## config.mk

```make
export PLATFORM = sky130hd
export DESIGN_NAME = pipe_barrel_shifter
export DESIGN_NICKNAME = d
export VERILOG_FILES = /design/src/rtl/pipe_barrel_shifter.sv
export SDC_FILE = /design/constraint.sdc
export NUM_CORES = 1
export LEC_CHECK = 0
export BUFFER_PORTS_ARGS = -buffer_cell sky130_fd_sc_hd__buf_2
export CAP_MARGIN = 15
export CORE_ASPECT_RATIO = 0.7
export CORE_UTILIZATION = 39
export DETAILED_ROUTE_END_ITERATION = 10
export PLACE_DENSITY = 0.67
export REMOVE_ABC_BUFFERS = 1
export SLEW_MARGIN = 20
export SYNTH_ARGS = -nofsm -noshare
export SYNTH_HDL_FRONTEND = slang
export SYNTH_SLANG_ARGS = --single-unit
```

## constraint.sdc

```tcl
create_clock -name clk -period 2.3 [get_ports clk]
set_input_delay 0.46 -clock clk [delete_from_list [all_inputs] [get_ports clk]]
set_output_delay 0.46 -clock clk [all_outputs]
set_load 0.01 [all_outputs]
```

## src/rtl/pipe_barrel_shifter.sv

```systemverilog
// pipe_barrel_shifter: S-stage log shifter (SLL/SRL/SRA/ROL), one shift level per stage, bubble-collapsing valid/ready.
// Define PIPE_BARREL_STICKY_EN to build the shifted-out sticky bit; otherwise out_sticky is tied to 0.
module pipe_barrel_shifter #(
    parameter int N = 16,
    parameter int S = 4
) (
    input  logic         clk,
    input  logic         rst,
    input  logic         in_valid,
    output logic         in_ready,
    input  logic [N-1:0] in_data,
    input  logic [S-1:0] in_shamt,
    input  logic [1:0]   in_mode,
    output logic         out_valid,
    input  logic         out_ready,
    output logic [N-1:0] out_data,
    output logic         out_sticky
);
    logic unused_last;

    for (genvar i = 0; i < S; i++) begin : g_stage
        localparam int K  = 1 << i;
        localparam int KR = K % N;
        // Masks of the bits a level-K right/left shift pushes out; they saturate to all ones once K >= N.
        localparam logic [N-1:0] LO_M = ~({N{1'b1}} << K);
        localparam logic [N-1:0] HI_M = ~({N{1'b1}} >> K);
        logic         up_v, valid_q, rdy, sel;
        logic [N-1:0] up_d, data_q, data_d, sra;
        logic [S-1:0] up_sh, shamt_q;
        logic [1:0]   up_m, mode_q;
        if (i == 0) begin : g_src
            assign up_v  = in_valid;
            assign up_d  = in_data;
            assign up_sh = in_shamt;
            assign up_m  = in_mode;
        end else begin : g_src
            assign up_v  = g_stage[i-1].valid_q;
            assign up_d  = g_stage[i-1].data_q;
            assign up_sh = g_stage[i-1].shamt_q;
            assign up_m  = g_stage[i-1].mode_q;
        end
        if (i == S - 1) begin : g_rdy
            assign rdy = !valid_q || out_ready;
        end else begin : g_rdy
            assign rdy = !valid_q || g_stage[i+1].rdy;
        end
        assign sel    = up_sh[i];
        assign sra    = (up_d >> K) | ({N{up_d[N-1]}} & HI_M);
        assign data_d = !sel ? up_d :
                        up_m == 2'd0 ? up_d << K :
                        up_m == 2'd1 ? up_d >> K :
                        up_m == 2'd2 ? sra :
                        (up_d << KR) | (up_d >> (N - KR));
        always_ff @(posedge clk) begin
            if (rst) begin
                valid_q <= 1'b0;
                data_q  <= '0;
                shamt_q <= '0;
                mode_q  <= '0;
            end else if (rdy) begin
                valid_q <= up_v;
                data_q  <= data_d;
                shamt_q <= up_sh;
                mode_q  <= up_m;
            end
        end
`ifdef PIPE_BARREL_STICKY_EN
        logic up_s, sticky_q, sticky_d;
        if (i == 0) begin : g_ssrc
            assign up_s = 1'b0;
        end else begin : g_ssrc
            assign up_s = g_stage[i-1].sticky_q;
        end
        assign sticky_d = up_s | (sel && (up_m == 2'd0 ? |(up_d & HI_M) :
                                          up_m == 2'd3 ? 1'b0 : |(up_d & LO_M)));
        always_ff @(posedge clk) begin
            if (rst)
                sticky_q <= 1'b0;
            else if (rdy)
                sticky_q <= sticky_d;
        end
`endif
    end

    assign in_ready    = g_stage[0].rdy && !rst;
    assign out_valid   = g_stage[S-1].valid_q;
    assign out_data    = g_stage[S-1].data_q;
    assign unused_last = ^{g_stage[S-1].shamt_q, g_stage[S-1].mode_q};
`ifdef PIPE_BARREL_STICKY_EN
    assign out_sticky  = g_stage[S-1].sticky_q;
`else
    assign out_sticky  = 1'b0;
`endif
endmodule

```

==> out/metrics.csv, run 1 <==
metric,value,unit
grt.overflow.total,0,
place.port_buffers,43,
cts_inserted_buffers,9,
yosysWarnings,0,
drv_slew,0,
grt_start_max_net_pins,60,
grt_pass1_vias,3772,
maxCapViolations,0,
holdWs,337,ps
avgSynthCellArea,9.29,µm²
slowest_stage,dfxtp_1,
cp_max_fo,22,
min_period_over_period,0.812,
path_cells,buf_4 > inv_1 > nor2_4 > nor2_1 > buf_2,
synth-xor-area-share,0.0166,
synth_mux_area_frac,0.109,
fin_crit,1870,ps
startpoint_type,register,
worstPathArrival,1410,ps
status,"complete, no violations",
die_w,137,µm
path_clk_slew,60,ps
placed_cells,700,
p_per_area,622,nW/µm²
p_leak,2.21,nW
drcViolationCount,0,
endpoint_kind,output port,
cts_resized,0,
cts_setup_buffers,0,
finalNonFillerCells,716,
synthSimpleGateAreaFrac,0.248,
tightest_slew,928,ps
h-tree-depth,3,
syn_inst,536,
drt_wl_total,11200,µm
avgRoutedWirePerCell,15.7,µm
fin_setup_tns,0,ps
synth_area,4980,µm²
diodes,0,
register_area,1600,µm²
async_flop_share,0,
max_stage_delay,300,ps
clk_path_buf_depth,2,
synth_top_family_by_area,simple AND/OR/NAND/NOR gates,
drive_gt1_frac,0.244,
rsz0062_at_grt,no,
antenna_found_initial,0,
crit_type,reg2out,
io_pins,45,
synth-seq-cells,80,
ant_nets,0,
fillCellCount,1207,
area_growth,10.7,%
die_area,13200,µm²
cp.required,1840,ps
cts.sinks,80,
rows,34,
firstDrtPassIters,5,
grt_pass1_wl,18600,µm
grt_usage,0.181,
setup_violations,0,
ir_worst_vdd,413,µV
ys_seq_area_frac,0.322,
insertion_delay,340,ps
synth_fa_ha_area_frac,0,
hpwl,7980,µm
num-nets-final,575,
globalplace.congestion,0.763,
cts_root_buf,clkbuf_16,
fmax,535,MHz
synth-edff-count,0,
start_util,0.401,
fin_skew,4.26,ps
fin_util,0.444,
synth-compound-area-share,0.236,
via_per_inst,5.67,
drt_iter0_drc,245,
cts_tree,yes,
final_hold_viol_count,0,
die_y,96.6,µm
vias,4062,
fp.coreArea,12400,µm²
hold_class,in2reg,
synth-main-ff-cell,dfxtp_1,
synth.distinct_cells,41,
slew_headroom,0.379,
multi_input_area,3040,µm²
cts_hold_buf,0,
## worst max-delay path: cells and delay by family, from the launching register on
kind          cells  cell delay (ps)
simple gates      2              180
flops             1              300
buf+inv           3              570
## cells by family (layout without fill, tap and decap cells)
family | after synthesis | after routing
XOR/XNOR | 3 | 3
multiplexers | 52 | 52
AO/OA/AOI/OAI | 125 | 125
AND/OR/NAND/NOR | 212 | 212
other | 1 | 1
flip-flops | 80 | 80
buffers and inverters | 63 | 81
## area by class of cell
cell class                      count  area share
Multi-Input combinational cell    393       0.552
Timing Repair Buffer               58      0.0645
Clock buffer                       13      0.0490
Clock inverter                      3     0.00272
Inverter                            7     0.00477
Sequential cell                    80       0.291
Tap cell                          162      0.0368
## path summary, 6_finish.rpt
| kind | start | endpoint | slack [ps] | depth (start not counted) |
|---|---|---|---|---|
| hold reg to reg | g_stage[1].shamt_q[3] | g_stage[1].shamt_q[3] | 460 | 2 |
| hold / removal | in_valid | g_stage[0].valid_q | 340 | 2 |
| setup reg to reg | g_stage[2].mode_q[0] | out_data[10] | 450 | 3 |
| setup / recovery | g_stage[0].valid_q | in_ready | 430 | 5 |
## cells in the mapped netlist (7+ instances only)
cell type / instances / share of area
dfxtp_1: 80 / 0.32
nor2_1: 62 / 0.047
nand2b_1: 46 / 0.058
mux2i_1: 34 / 0.068
nand3b_1: 31 / 0.047
o41ai_2: 28 / 0.091
clkbuf_1: 23 / 0.017
nand2_1: 22 / 0.017
buf_2: 20 / 0.020
a221oi_1: 18 / 0.032
mux2_2: 18 / 0.041
o41ai_1: 17 / 0.030
nand4b_1: 16 / 0.028
o21ai_0: 16 / 0.016
a21oi_1: 14 / 0.014
a211oi_1: 10 / 0.015
or2b_2: 9 / 0.016
a2bb2oi_1: 8 / 0.014
nor2b_1: 8 / 0.010
inv_1: 7 / 0.0053
o32ai_1: 7 / 0.012
## per-layer routing
metal  global-route usage  vias up  wire [µm]
met5                    0        -          0
met4               0.0577        0        143
met3               0.0407       14        433
met2                0.281       76       4950
met1                0.250     1936       5700
li1                     -     2036          -
## cell usage in the layout (no fill, tap or decap), types with 2 or more instances in the layout
cell	instances
o41ai_2	28
nor3b_1	2
a311oi_1	3
buf_12	2
clkinv_2	3
o32ai_1	7
nor2b_1	8
clkbuf_8	3
nand3b_1	31
or2b_2	9
mux2_2	18
a221oi_1	18
mux2i_1	34
buf_2	42
buf_4	14
o21ai_0	16
o41ai_1	17
and3_1	4
nand2_1	22
nand2b_1	46
inv_1	7
a211oi_1	10
nand4b_1	16
nand3_1	5
a31oi_1	3
xnor2_4	3
nor2_1	62
dfxtp_1	80
clkbuf_16	9
a21oi_1	14
a2bb2oi_1	8
## flip-flops by register name (all words and copies together) (netlist names)
signal	count
g_stage.data_q	48
g_stage.mode_q	6
g_stage.shamt_q	6
g_stage.valid_q	3
out_data	16
out_valid	1
## metrics by stage
step | total power, W | instance area [µm²] | setup WS (ps)
after detailed placement | 0.00210 | 5230 | 448
after CTS | 0.00347 | 5510 | 404
final | 0.00343 | 5510 | 432
after global placement | 0.00209 | 5230 | 550
after floorplan | 0.00191 | 4670 | 15.3
after global routing | 0.00358 | 5510 | 245
## report_power, final
group          switching (W)  leakage (nW)  total [W]  internal [W]
Sequential          0.000102         0.660    0.00158       0.00148
Clock               0.000544         0.145    0.00136      0.000814
Combinational       0.000249          1.40   0.000491      0.000242
Total               0.000895          2.21    0.00343       0.00253
Note: power is estimated with default switching activity, not from simulation.
==> run 2: changes to the inputs <==
==> constraint.sdc (replaced) <==
create_clock -name clk -period 1.8 [get_ports clk]
set_input_delay 0.36 -clock clk [delete_from_list [all_inputs] [get_ports clk]]
set_output_delay 0.36 -clock clk [all_outputs]
set_load 0.01 [all_outputs]
==> run 2 against run 1 <==
Compared with the run above:
- sequential power grew 28%
- final cell count grew 0.14%
- highest routed layer unchanged
- clock skew grew 3.7 ps
- design area grew 1.4%
- critical path type unchanged
- critical path depth shrank 1
- combinational power grew 33%
==> out/metrics.csv, run 2 (synthesis gave the netlist of run 1 again) <==
metric,value,unit,change
status,"complete, no violations",,unchanged
place.port_buffers,43,,unchanged
grt_pass1_vias,3827,,was 3772
r2r_end,g_stage[2].data_q[10],,was out_data[10]
cts_setup_buffers,0,,unchanged
regMostFlops,g_stage.data_q,,unchanged
cp.required,1440,ps,was 1840 ps
die_w,137,µm,unchanged
clk_path_buf_depth,2,,unchanged
rsz0062_at_grt,no,,unchanged
r2r_cells,4,,was 3
start_util,0.401,,unchanged
cp_max_fo,6,,was 22
final_area,5590,µm²,was 5510 µm²
hold_path.startpoint,in_valid,,unchanged
largest_reg_flops,48,,unchanged
die_y,96.6,µm,unchanged
fin_crit,1640,ps,
hold_class,in2reg,,unchanged
firstDrtPassIters,5,,unchanged
startpoint_type,register,,unchanged
ant_nets,0,,unchanged
hold-path-endpoint,g_stage[0].valid_q,,unchanged
via_per_inst,5.73,,was 5.67
placed_area,5310,µm²,was 5230 µm²
h-tree-depth,3,,unchanged
fp.coreArea,12400,µm²,unchanged
drt_wl_total,11400,µm,was 11200 µm
min_period_over_period,0.909,,
area_growth,12.2,%,was 10.7%
fillCellCount,1215,,was 1207
tightest_slew,646,ps,was 928 ps
cts.sinks,80,,unchanged
cts_root_buf,clkbuf_16,,unchanged
r2r_slack,190,ps,was 450 ps
grt.overflow.total,0,,unchanged
fin_skew,7.94,ps,was 4.26 ps
ir_worst_vdd,479,µV,was 413 µV
cts_tree,yes,,unchanged
final_cell_mix,"dfxtp_1, nor2_1, nand2b_1",,unchanged
drv_slew,0,,unchanged
holdPathStages,2,,unchanged
drt_iter0_drc,402,,was 245
worstPathArrival,1280,ps,was 1410 ps
diodes,0,,unchanged
power,0.00440,W,was 0.00343 W
fin_setup_tns,0,ps,unchanged
fmax,611,MHz,
antenna_found_initial,0,,unchanged
maxCapViolations,0,,unchanged
slew_headroom,0.570,,was 0.379
num-nets-final,578,,was 575
die_area,13200,µm²,unchanged
globalplace.congestion,0.777,,was 0.763
avgRoutedWirePerCell,15.9,µm,was 15.7 µm
holdWs,240,ps,was 337 ps
path_clk_slew,60,ps,about the same
io_pins,45,,unchanged
grt_usage,0.183,,was 0.181
hpwl,8010,µm,was 7980 µm
p_per_area,787,nW/µm²,was 622 nW/µm²
setup_violations,0,,unchanged
layout_commonest_cell,dfxtp_1,,unchanged
insertion_delay,330,ps,was 340 ps
grt_pass1_wl,19100,µm,was 18600 µm
cts_inserted_buffers,9,,unchanged
r2r-start,g_stage[1].mode_q[0],,was g_stage[2].mode_q[0]
grt_start_max_net_pins,56,,was 60
drcViolationCount,0,,unchanged
p_leak,2.23,nW,was 2.21 nW
rows,34,,unchanged
endpoint_kind,output port,,unchanged
final_hold_viol_count,0,,unchanged
drive_gt1_frac,0.245,,was 0.244
crit_type,reg2out,,unchanged
vias,4108,,was 4062
## run 2: cell types whose count changed in the layout (fill, tap and decap cells not counted), sizes merged
cell    change
clkinv      -3
clkbuf      +1
buf         +3
## run 2: power breakdown
| group | switching, W | internal (W) | leakage, nW |
|---|---|---|---|
| Clock | 0.000692 | 0.00103 | 0.135 |
| Sequential | 0.000127 | 0.00189 | 0.660 |
| Combinational | 0.000328 | 0.000326 | 1.44 |
| Total | 0.00115 | 0.00325 | 2.23 |
## run 2: stage by stage
stage           util  std cells  setup WS [ps]
2_1_floorplan      -        480           -424
3_3_place_gp   0.428        703            104
3_5_place_dp   0.428        703          -11.7
4_1_cts        0.450        717            147
5_1_grt        0.450        717           67.0
6_report       0.450        717            164
## run 2: final cells by class
cell class                      instances  area (µm²)  share of cell area
Inverter                                7        26.3             0.00470
Timing Repair Buffer                   61         440              0.0788
Clock buffer                           14         274              0.0490
Tap cell                              162         203              0.0363
Multi-Input combinational cell        393        3040               0.545
Sequential cell                        80        1600               0.287
## run 2: how the worst max path moves through the flow
| stage | from | cells past startpoint | slack [ps] | end |
|---|---|---|---|---|
| after floorplan | out_valid | 3 | -420 | g_stage[0].data_q[15] |
| after global placement | g_stage[2].mode_q[0] | 3 | 100 | out_data[8] |
| after detailed placement | g_stage[2].mode_q[0] | 3 | -10 | out_data[11] |
| after CTS | out_valid | 4 | 150 | in_ready |
| after global routing | out_valid | 4 | 70 | in_ready |
| final | out_valid | 4 | 160 | in_ready |
## run 2: timing repair
item | CTS | global route
resized for setup | 1 | 0
endpoints found under the setup margin | 5 | 0
hold buffers | 0 | 0
## run 2: worst max-delay path, cell delays in order (launching register included)
cell	delay, ps
dfxtp_1	400
nand4b_1	210
nor2_4	140
nor2_1	50
buf_2	150
## run 2: layer usage
layer	wire length, µm	part of all wire	vias to the layer above	GRT usage
met1	5830	0.51	1997	0.258
met4	101	0.0089	0	0.0467
met2	5030	0.44	85	0.283
met3	446	0.039	10	0.0381
li1	-	-	2016	-
met5	0	0	-	0
